**config.mk**
```make
export PLATFORM = sky130hd
export DESIGN_NAME = heq_sequencer
export DESIGN_NICKNAME = d
export VERILOG_FILES = /design/src/rtl/heq_pkg.sv /design/src/rtl/heq_m2_arbiter.sv /design/src/rtl/heq_sequencer.sv
export SDC_FILE = /design/constraint.sdc
export NUM_CORES = 1
export LEC_CHECK = 0
export CORE_AREA = 2 2 260 262
export DETAILED_ROUTE_END_ITERATION = 8
export DIE_AREA = 0 0 262 264
export PLACE_DENSITY = 0.38
export SYNTH_ARGS = -nofsm -noshare
export SYNTH_HDL_FRONTEND = slang
export SYNTH_SLANG_ARGS = --single-unit
```
**constraint.sdc**
```tcl
create_clock -name clock -period 2 [get_ports clock]
set_clock_uncertainty 0.05 [all_clocks]
set_input_delay 0.3 -clock clock [delete_from_list [all_inputs] [get_ports clock]]
set_output_delay 0.3 -clock clock [all_outputs]
set_load 0.03 [all_outputs]
```
**src/rtl/heq_pkg.sv**
```systemverilog
// Shared definitions for the histogram-equalization sequencer: state codes,
// scratchpad port widths and the scratchpad request bundle.
package heq_pkg;

  localparam int ADDR_W = 16;
  localparam int DATA_W = 128;

  // Encodings are visible on the phase output, so they are fixed explicitly.
  typedef enum logic [2:0] {
    ST_IDLE  = 3'd0,
    ST_CLEAR = 3'd1,
    ST_COUNT = 3'd2,
    ST_CDF   = 3'd3,
    ST_MAP   = 3'd4,
    ST_DONE  = 3'd5,
    ST_ERROR = 3'd6
  } state_t;

  typedef struct packed {
    logic              we;
    logic [ADDR_W-1:0] waddr;
    logic [ADDR_W-1:0] raddr;
    logic [DATA_W-1:0] wval;
  } m2_req_t;

  function automatic logic is_stage(input state_t s);
    return s inside {ST_COUNT, ST_CDF, ST_MAP};
  endfunction

endpackage

```
**src/rtl/heq_m2_arbiter.sv**
```systemverilog
// Scratchpad port multiplexer: hands the m2 port to whichever block owns the
// current phase; purely combinational so a grant reaches the port in 0 cycles.
module heq_m2_arbiter
  import heq_pkg::*;
(
  input  state_t            state,
  input  logic [ADDR_W-1:0] clr_addr,
  input  m2_req_t           cnt_req,
  input  m2_req_t           cdf_req,
  input  m2_req_t           map_req,
  output m2_req_t           grant
);

  always_comb begin
    // NOTE: assigning a default before the case keeps every path driven,
    // so no latch can be inferred for states without an arm.
    grant = '0;
    case (state)
      ST_CLEAR: begin
        grant.we    = 1'b1;
        grant.waddr = clr_addr;
      end
      ST_COUNT: grant = cnt_req;
      ST_CDF:   grant = cdf_req;
      ST_MAP:   grant = map_req;
      default:  ;
    endcase
  end

endmodule

```
**src/rtl/heq_sequencer.sv**
```systemverilog
// Run controller for histogram equalization: optional scratch clear, then
// COUNT/CDF/MAP stages with a per-phase watchdog. Clear is built only when
// HEQ_SCRATCH_CLEAR_EN is defined.
module heq_sequencer
  import heq_pkg::*;
#(
  parameter int unsigned TIMEOUT_CYCLES = 65535,
  parameter int unsigned NUM_BINS       = 256
) (
  input  logic              clock,
  input  logic              rst_n,
  input  logic              start,
  input  logic              abort,
  input  logic              cnt_done,
  input  logic              cdf_done,
  input  logic              map_done,
  output logic              cnt_start,
  output logic              cdf_start,
  output logic              map_start,
  input  logic              cnt_m2WE,
  input  logic              cdf_m2WE,
  input  logic              map_m2WE,
  input  logic [ADDR_W-1:0] cnt_m2WriteAddr,
  input  logic [ADDR_W-1:0] cdf_m2WriteAddr,
  input  logic [ADDR_W-1:0] map_m2WriteAddr,
  input  logic [ADDR_W-1:0] cnt_m2ReadAddr,
  input  logic [ADDR_W-1:0] cdf_m2ReadAddr,
  input  logic [ADDR_W-1:0] map_m2ReadAddr,
  input  logic [DATA_W-1:0] cnt_m2WriteVal,
  input  logic [DATA_W-1:0] cdf_m2WriteVal,
  input  logic [DATA_W-1:0] map_m2WriteVal,
  output logic              m2WE,
  output logic [ADDR_W-1:0] m2WriteAddr,
  output logic [ADDR_W-1:0] m2ReadAddr,
  output logic [DATA_W-1:0] m2WriteVal,
  output logic              busy,
  output logic              done,
  output logic              error,
  output logic [2:0]        phase
);

  localparam int WD_W = (TIMEOUT_CYCLES > 1) ? $clog2(TIMEOUT_CYCLES) : 1;
  localparam logic [WD_W-1:0] WD_LAST = WD_W'(TIMEOUT_CYCLES - 1);

`ifdef HEQ_SCRATCH_CLEAR_EN
  localparam state_t RUN_ENTRY = ST_CLEAR;
`else
  localparam state_t RUN_ENTRY = ST_COUNT;
`endif

  state_t            state, state_nxt;
  logic [WD_W-1:0]   wd, wd_nxt;
  logic              timeout;
  logic              clr_last;
  logic [ADDR_W-1:0] clr_addr;

  // ---------------------------------------------------------------------------
  // Scratch clear index
  // ---------------------------------------------------------------------------
`ifdef HEQ_SCRATCH_CLEAR_EN
  localparam int CLR_W = (NUM_BINS > 1) ? $clog2(NUM_BINS) : 1;
  localparam logic [CLR_W-1:0] CLR_LAST = CLR_W'(NUM_BINS - 1);

  logic [CLR_W-1:0] clr_idx;

  always_ff @(posedge clock or negedge rst_n) begin
    if (!rst_n) begin
      clr_idx <= '0;
    end else if (state == ST_CLEAR) begin
      clr_idx <= clr_idx + 1'b1;
    end else begin
      clr_idx <= '0;
    end
  end

  assign clr_last = (clr_idx == CLR_LAST);
  assign clr_addr = ADDR_W'(clr_idx);
`else
  // Bin count only matters when the scratchpad is cleared in hardware.
  logic unused_num_bins;
  assign unused_num_bins = ^ADDR_W'(NUM_BINS);
  assign clr_last        = 1'b0;
  assign clr_addr        = '0;
`endif

  // ---------------------------------------------------------------------------
  // State and watchdog
  // ---------------------------------------------------------------------------
  always_ff @(posedge clock or negedge rst_n) begin
    if (!rst_n) begin
      state <= ST_IDLE;
      wd    <= '0;
    end else begin
      // NOTE: non-blocking assignments so every register samples the values
      // from before this edge, independent of statement order.
      state <= state_nxt;
      wd    <= wd_nxt;
    end
  end

  assign timeout = (wd == WD_LAST);

  always_comb begin
    state_nxt = state;
    if (abort) begin
      state_nxt = ST_IDLE;
    end else begin
      case (state)
        ST_IDLE, ST_ERROR: if (start) state_nxt = RUN_ENTRY;
`ifdef HEQ_SCRATCH_CLEAR_EN
        ST_CLEAR:          if (clr_last) state_nxt = ST_COUNT;
`endif
        ST_COUNT: begin
          if (cnt_done)     state_nxt = ST_CDF;
          else if (timeout) state_nxt = ST_ERROR;
        end
        ST_CDF: begin
          if (cdf_done)     state_nxt = ST_MAP;
          else if (timeout) state_nxt = ST_ERROR;
        end
        ST_MAP: begin
          if (map_done)     state_nxt = ST_DONE;
          else if (timeout) state_nxt = ST_ERROR;
        end
        ST_DONE:            state_nxt = ST_IDLE;
        default:            state_nxt = ST_IDLE;
      endcase
    end
  end

  // The watchdog only runs while a stage keeps the phase; any phase change
  // (including entry to the next stage) reloads it to zero.
  always_comb begin
    wd_nxt = '0;
    if (is_stage(state) && (state_nxt == state)) begin
      wd_nxt = wd + 1'b1;
    end
  end

  // ---------------------------------------------------------------------------
  // Status and launch pulses
  // ---------------------------------------------------------------------------
  assign cnt_start = (state == ST_COUNT) && (wd == '0);
  assign cdf_start = (state == ST_CDF)   && (wd == '0);
  assign map_start = (state == ST_MAP)   && (wd == '0);

  assign busy  = is_stage(state) || (state == ST_CLEAR);
  assign done  = (state == ST_DONE);
  assign error = (state == ST_ERROR);
  assign phase = state;

  // ---------------------------------------------------------------------------
  // Scratchpad port
  // ---------------------------------------------------------------------------
  m2_req_t cnt_req, cdf_req, map_req, grant;

  assign cnt_req = '{we: cnt_m2WE, waddr: cnt_m2WriteAddr, raddr: cnt_m2ReadAddr, wval: cnt_m2WriteVal};
  assign cdf_req = '{we: cdf_m2WE, waddr: cdf_m2WriteAddr, raddr: cdf_m2ReadAddr, wval: cdf_m2WriteVal};
  assign map_req = '{we: map_m2WE, waddr: map_m2WriteAddr, raddr: map_m2ReadAddr, wval: map_m2WriteVal};

  heq_m2_arbiter u_arbiter (
    .state    (state),
    .clr_addr (clr_addr),
    .cnt_req  (cnt_req),
    .cdf_req  (cdf_req),
    .map_req  (map_req),
    .grant    (grant)
  );

  assign m2WE        = grant.we;
  assign m2WriteAddr = grant.waddr;
  assign m2ReadAddr  = grant.raddr;
  assign m2WriteVal  = grant.wval;

endmodule

```
==> key figures, run 1 <==
Setup path
  – Crit Path Category: reg2out
  – Crit start category: flop
  – Crit-path max FO: 12
  – WP data required: 1650 ps
  – Crit end category: output pin
  – Crit path arrival time: 1890 ps

Logic synthesis
  – Ys Warns: 0
  – Mapped cell area: approximately 4000 sq um
  – Synth Area in Compound Gates: a little over half
  – Combinational family with the most area after synthesis: compound AO/OA/AOI/OAI gates
  – Post-Syn Nets: 1177
  – Synth Area in Adders: 0.914%
  – Sequential fraction of the synthesis area: approximately 12%
  – Synth Area in XOR/XNOR: 3.20%
  – Post-Syn Instances: slightly below 700
  – Syn_area_per_cell: 6.01 sq um
  – FF+latch count, synth: 19
  – Count of cell types in the netlist: 36
  – Synth Area in Simple Gates: 23.8%
  – Mux cell area share after synthesis: 0%

Die
  – Ports: 660
  – Die Y: 264 um
  – Die Area: 69200 sq um
  – Die width: 262 um
  – Core box area: between 60000 and 70000 sq um
  – Row count: 95
  – Initial core utilization: approximately 6.2%

Placed design
  – Global placement routability congestion: 0.904
  – Port Buffer Count: 659
  – HPWL after DPL: 41.6 mm

Global route
  – Largest net degree at the start of global routing: 56
  – Total track usage: 14.2%
  – First-pass GRT wire length: 69.5 mm
  – Vias in the first global route: 9049
  – Total grt overflow: 0
  – Initial antenna violation count: 19

Timing
  – Setup ws final: -235 ps
  – Final Critical Period: 2240 ps
  – Final Hold Viols: 0
  – RSZ-0062 raised after global routing: yes
  – Slew Viols, Final: 0
  – Slew HR: 68.8%
  – Setup violators final: 179
  – Worst Tran Pin Value: 468 ps
  – Fin Setup TNS: -22730 ps
  – Crit share post-route: 112%
  – Max Fclk: 447 MHz
  – Worst hold slack: ~340 ps

Clocking
  – Root Buffer: clkbuf_16
  – H-tree depth: 1
  – Inserted Clock Buffers: 3
  – CTS tree: done
  – Latest clock arrival within the worst-skew pair: 250 ps
  – TritonCTS Sinks: 19
  – Clk buf depth: 2
  – Clock transition at path regs: 50 ps
  – Hold-fix buffers at CTS: 0

Layout
  – Nets: 1906
  – Finished Core Util: between 20% and 30%
  – Diode count: 0
  – Area grow syn2layout: 281%
  – Layout cell share with drive strength beyond 1: a little under half

Route
  – Initial DRC Count: 336
  – Pre-antenna DRT Iters: 5
  – WL/cell: 23.2 um
  – Vias/cell: 3.82
  – DRC: 0
  – Total number of vias: 8727
  – Wirelength, routed: 53.1 mm
  – DRT antenna net count: 0

Power
  – Leakage power: between 6 and 7 nW
  – Pwr Density: 283 nW/um^2
  – IR drop worst, VDD: around 250 uV

Run
  – Max cap viols: 0

Hold path
  – Tightest Hold Check Type: in2async

Run status
  – Status: complete, but fails checks
  – Failing checks: setup timing
## per-stage QoR
step	power, W	setup slack (ps)	cell area [sq um]	std cells
after floorplan	0.00162	-324	4830	684
after global placement	0.00349	-62.5	12800	2223
after detailed placement	0.00348	-103	12800	2223
after CTS	0.00431	-240	14800	2279
after global routing	0.00464	-279	15700	2285
final	0.00444	-235	15700	2285
## report_power, final
| group | switching, W | internal [W] |
|---|---|---|
| clock network | 0.000144 | 0.000271 |
| registers | 0.00000776 | 0.000391 |
| logic | 0.00165 | 0.00197 |
| total | 0.00181 | 0.00263 |
## layout make-up
| cell class | count | area, sq um |
|---|---|---|
| multi-input cells | 583 | 4910 |
| fillers | 7198 | 50900 |
| well taps | 873 | 1090 |
| flip-flops and latches | 19 | 482 |
| repair buffers | 800 | 9080 |
| clock buffers | 4 | 78.8 |
| inverters | 6 | 25.0 |
## path summary, 6_finish.rpt
path | slack, ps | start | cells after the start | endpoint
max | -240 | phase[2]$_DFF_PN0_ | 6 | m2WriteVal[47]
min | 340 | rst_n | 2 | wd[0]$_DFF_PN0_
max reg2reg | -160 | phase[1]$_DFF_PN0_ | 10 | wd[5]$_DFF_PN0_
min reg2reg | 520 | wd[15]$_DFF_PN0_ | 2 | wd[15]$_DFF_PN0_
max in group asynchronous | 1340 | rst_n | 2 | phase[0]$_DFF_PN0_
min in group clock | 520 | wd[15]$_DFF_PN0_ | 2 | wd[15]$_DFF_PN0_
## cell families (layout without fill, tap and decap cells)
logic type      after synthesis  in the layout
compound gates              338            338
buf+inv                      82            810
simple gates                227            227
fa+ha+maj                     3              3
flops                        19             19
xor+xnor                     15             15
## cell usage after synthesis, drive strengths merged
cell	instances	area, sq um
a21oi	6	30.0
nor2b	1	6.26
nand2b	2	20.0
nand3	9	45.0
ha	3	37.5
a22oi	161	1210
buf	26	139
o21ai	163	816
a2bb2oi	1	8.76
inv	6	22.5
nand2	167	627
a211oi	2	15.0
and3	2	12.5
xor2	10	87.6
nor4b	1	8.76
nand4	4	25.0
nor3	5	25.0
dfrtp	19	475
nor4	4	40.0
nor2	28	133
a21o	1	7.51
clkbuf	50	188
xnor2	5	43.8
o21a	1	7.51
and4	2	17.5
o211ai	1	21.3
or4	1	11.3
o31ai	1	7.51
o2bb2ai	1	15.0
and2b	1	7.51
## worst max-delay path, stage by stage (launching register included)
cell and delay [ps]:
dfrtp_2 430, and2b_4 310, buf_12 170, buf_8 160
a22oi_1 100, o21ai_2 260, buf_12 160
## layer usage
metal | track usage (%) | share of wire (%) | vias to the layer above
met5 | 0 | 0.024 | -
met4 | 2.20 | 2.8 | 2
met3 | 2.44 | 7.8 | 81
met2 | 27.0 | 51 | 521
met1 | 16.5 | 38 | 4098
li1 | - | - | 4025
## what timing repair did
| item | in CTS | in global routing |
|---|---|---|
| endpoints found under the setup margin | 174 | 181 |
| pin swaps | 38 | 62 |
| gates cloned | 20 | 4 |
| gates resized for setup | 274 | 186 |
| setup buffers | 32 | 8 |
| endpoints found under the hold margin | 0 | 0 |
## sequential cells by signal (all words and copies together) (netlist names)
register and cells:
phase 3, wd 16
## cell usage in the layout, fill, tap and decap left out, types with 2 or more instances in the layout
cell | synthesis | layout
dfrtp_2 | 0 | 2
and4_1 | 2 | 2
o21ai_4 | 0 | 10
clkbuf_16 | 0 | 7
nand4_1 | 4 | 4
inv_1 | 5 | 4
a22oi_2 | 0 | 41
o21ai_1 | 0 | 6
buf_8 | 0 | 16
nor4_4 | 1 | 2
o21ai_0 | 163 | 3
ha_1 | 3 | 2
a21oi_1 | 6 | 5
clkdlybuf4s50_1 | 0 | 492
xor2_1 | 10 | 10
o21ai_2 | 0 | 144
nand2_1 | 167 | 69
a211oi_1 | 2 | 2
nor3_1 | 5 | 3
a22oi_1 | 161 | 120
dfrtp_1 | 19 | 16
buf_6 | 3 | 150
and3_1 | 2 | 2
nor2_2 | 11 | 4
nor2_4 | 0 | 11
nand2_4 | 0 | 68
buf_12 | 0 | 53
buf_4 | 0 | 64
nor3_4 | 0 | 2
xnor2_1 | 5 | 4
nor2_1 | 17 | 13
nand2_2 | 0 | 30
nand3_1 | 9 | 9
buf_16 | 0 | 20
Power figures use the tool's default switching activity.
==> inputs of run 2 (changes only) <==
HOLD_SLACK_MARGIN = 0.1   (was default)
==> results of run 2 <==
The final DEF is identical to that of run 1; final timing and power are the same.
==> inputs of run 3 (changes only) <==
PLACE_DENSITY = default   (was 0.38)
PLACE_DENSITY_LB_ADDON = 0.05   (was default)
==> run 3 against run 2 <==
  * Routed wire length shrank 2.5%
  * Maximum frequency increased by 0.69%
  * The flow still finishes with violations (setup timing)
  * Via count is 2.9% lower
  * Largest cell class unchanged
  * Utilization did not move
  * Clock-buffer cell count unchanged
  * Combinational power rose by 2%
  * Sequential share of layout area stayed put
  * Die area is the same
  * Design area unchanged
  * First-iteration DRC count fell by 28%
  * Clock power grew 2%
  * Critical endpoint is now m2WriteVal[60]
==> key figures, run 3 (synthesized netlist as in run 1, its figures left out) <==
Timing
  – RSZ-0062 raised after global routing: yes
  – Setup violators final: 170 (-5.0%)
  – Crit share post-route: 111% (-0.77 points)
  – Max Fclk: 451 MHz (+0.69%)
  – Setup ws final: -220 ps (+15.4 ps)
  – Slew HR: 69.7% (+0.89 points)
  – Final Hold Viols: 0 (unchanged)
  – Worst hold slack: 335 ps (-1.96 ps)
  – Worst Tran Pin Value: 453 ps (-15.1 ps)
  – Final Critical Period: 2220 ps (-15.4 ps)
  – Slew Viols, Final: 0 (unchanged)

Setup path
  – Crit Path Category: reg2out
  – Flop-to-flop setup slack: -30 ps (+130 ps)
  – WP data required: 1650 ps (about the same)
  – Critical R2R Launch: phase[1]$_DFF_PN0_
  – Crit path arrival time: 1870 ps (-20 ps)
  – RR Endpoint: wd[7]$_DFF_PN0_
  – R2R cell count: 9 (-1)
  – Crit end category: output pin
  – Crit start category: flop
  – Crit-path max FO: 5 (-7)

Die
  – Core box area: 66600 sq um (unchanged)
  – Die Area: 69200 sq um (unchanged)
  – Initial core utilization: 6.17% (unchanged)
  – Ports: 660 (unchanged)
  – Row count: 95 (unchanged)
  – Die Y: 264 um (unchanged)
  – Die width: 262 um (unchanged)

Layout
  – Commonest non-fill, non-tap cell in the layout: clkdlybuf4s50_1
  – Flip-flop count of the largest register after layout: 16 (unchanged)
  – Cell area after layout: 15700 sq um (unchanged)
  – Nets: 1919 (+0.68%)
  – Biggest register: wd
  – Most frequent cells in the layout: clkdlybuf4s50_1 (490), buf_6 (163), o21ai_2 (147)
  – Layout cell share with drive strength beyond 1: 46.1% (+0.78 points)
  – Area grow syn2layout: 281% (unchanged)

Global route
  – Largest net degree at the start of global routing: 41 (-27%)
  – Initial antenna violation count: 15 (-4)
  – Total track usage: 13.5% (-0.61 points)
  – First-pass GRT wire length: 67.0 mm (-3.6%)
  – Vias in the first global route: 8811 (-2.6%)
  – Total grt overflow: 0 (unchanged)

Route
  – WL/cell: 22.5 um (-3.2%)
  – DRT antenna net count: 0 (unchanged)
  – Pre-antenna DRT Iters: 4 (-1)
  – Vias/cell: 3.68 (-3.6%)
  – DRC: 0 (unchanged)
  – Total number of vias: 8470 (-2.9%)
  – Wirelength, routed: 51.7 mm (-2.5%)
  – Initial DRC Count: 242 (-28%)

Clocking
  – H-tree depth: 1 (unchanged)
  – Hold-fix buffers at CTS: 0 (unchanged)
  – Inserted Clock Buffers: 3 (unchanged)
  – Clk buf depth: 2 (unchanged)
  – CTS tree: done
  – Root Buffer: clkbuf_16
  – TritonCTS Sinks: 19 (unchanged)
  – Clock transition at path regs: 60 ps (about the same)
  – Latest clock arrival within the worst-skew pair: 250 ps (about the same)

Power
  – IR drop worst, VDD: 303 uV (+21%)
  – Pwr Density: 289 nW/um^2 (+2.0%)
  – Leakage power: 5.76 nW (-4.9%)

Hold path
  – Tightest Hold Check Type: in2async

Run
  – Max cap viols: 0 (unchanged)

Run status
  – Failing checks: setup timing
  – Status: complete, but fails checks

Placed design
  – Global placement routability congestion: 0.790 (-13%)
  – Placement Setup Slack: -94.9 ps (+8.30 ps)
  – Port Buffer Count: 659 (unchanged)
  – HPWL after DPL: 39.6 mm (-4.8%)
  – Area after DPL: 12900 sq um (+0.41%)
run 3: cell count changes in the layout (fill, tap and decap cells not counted), moves of 7 or more:
| cell | change |
|---|---|
| nand2_4 | -48 |
| a22oi_1 | -68 |
| nor2_4 | -10 |
| buf_16 | -10 |
| nor2_2 | +11 |
| buf_6 | +13 |
| nand2_2 | -15 |
| a22oi_2 | +68 |
| nand2_1 | +63 |
| clkbuf_16 | +7 |
run 3: final cells by class:
cell class / count / area, sq um
inverters: 6 / 25.0
clock buffers: 4 / 78.8
flip-flops and latches: 19 / 482
fillers: 7360 / 50900
repair buffers: 813 / 9190
diodes: 2 / 5.00
multi-input cells: 583 / 4790
well taps: 873 / 1090
run 3: layer usage:
layer | track usage, % | part of all wire, %
met5 | 0 | 0.25
met4 | 1.69 | 1.2
met3 | 5.03 | 9.9
met2 | 26.6 | 55
met1 | 13.7 | 34
run 3: worst max path at each step:
stage,from,to,slack (ps),cells after the start
final,phase[2]$_DFF_PN0_,m2WriteVal[60],-220,7
after global placement,abort,wd[6]$_DFF_PN0_,-110,5
after global routing,phase[2]$_DFF_PN0_,m2WriteVal[31],-330,7
after detailed placement,abort,wd[15]$_DFF_PN0_,-90,5
after CTS,phase[2]$_DFF_PN0_,m2WriteVal[66],-250,7
after floorplan,phase[1]$_DFF_PN0_,m2WriteVal[85],-320,6
run 3: per-stage QoR:
step / instances / setup TNS [ps] / total power (W) / utilization (%)
finish: 2300 / -25030 / 0.00453 / 23.5
global route: 2299 / -41060 / 0.00476 / 23.5
global placement: 2225 / -1590 / 0.00351 / 19.4
detailed placement: 2225 / -1310 / 0.00349 / 19.4
floorplan: 684 / -1900 / 0.00162 / -
CTS: 2276 / -27520 / 0.00438 / 22.3
run 3: report_power, final:
group          switching (W)  internal [W]
clock               0.000151      0.000272
combinational        0.00163       0.00207
sequential        0.00000655      0.000391
run 3: worst max-delay path: stages, from the launching register on:
cell	delay, ps
dfrtp_2	420
and2b_4	300
buf_6	140
clkbuf_16	170
clkbuf_16	150
a22oi_1	90
o21ai_2	190
buf_12	140
run 3: repair_timing:
item | 4_1_cts | 5_1_grt
setup buffers | 34 | 20
gates cloned | 13 | 11
pin swaps | 56 | 94
resized for setup | 283 | 131
setup endpoints to repair | 175 | 181
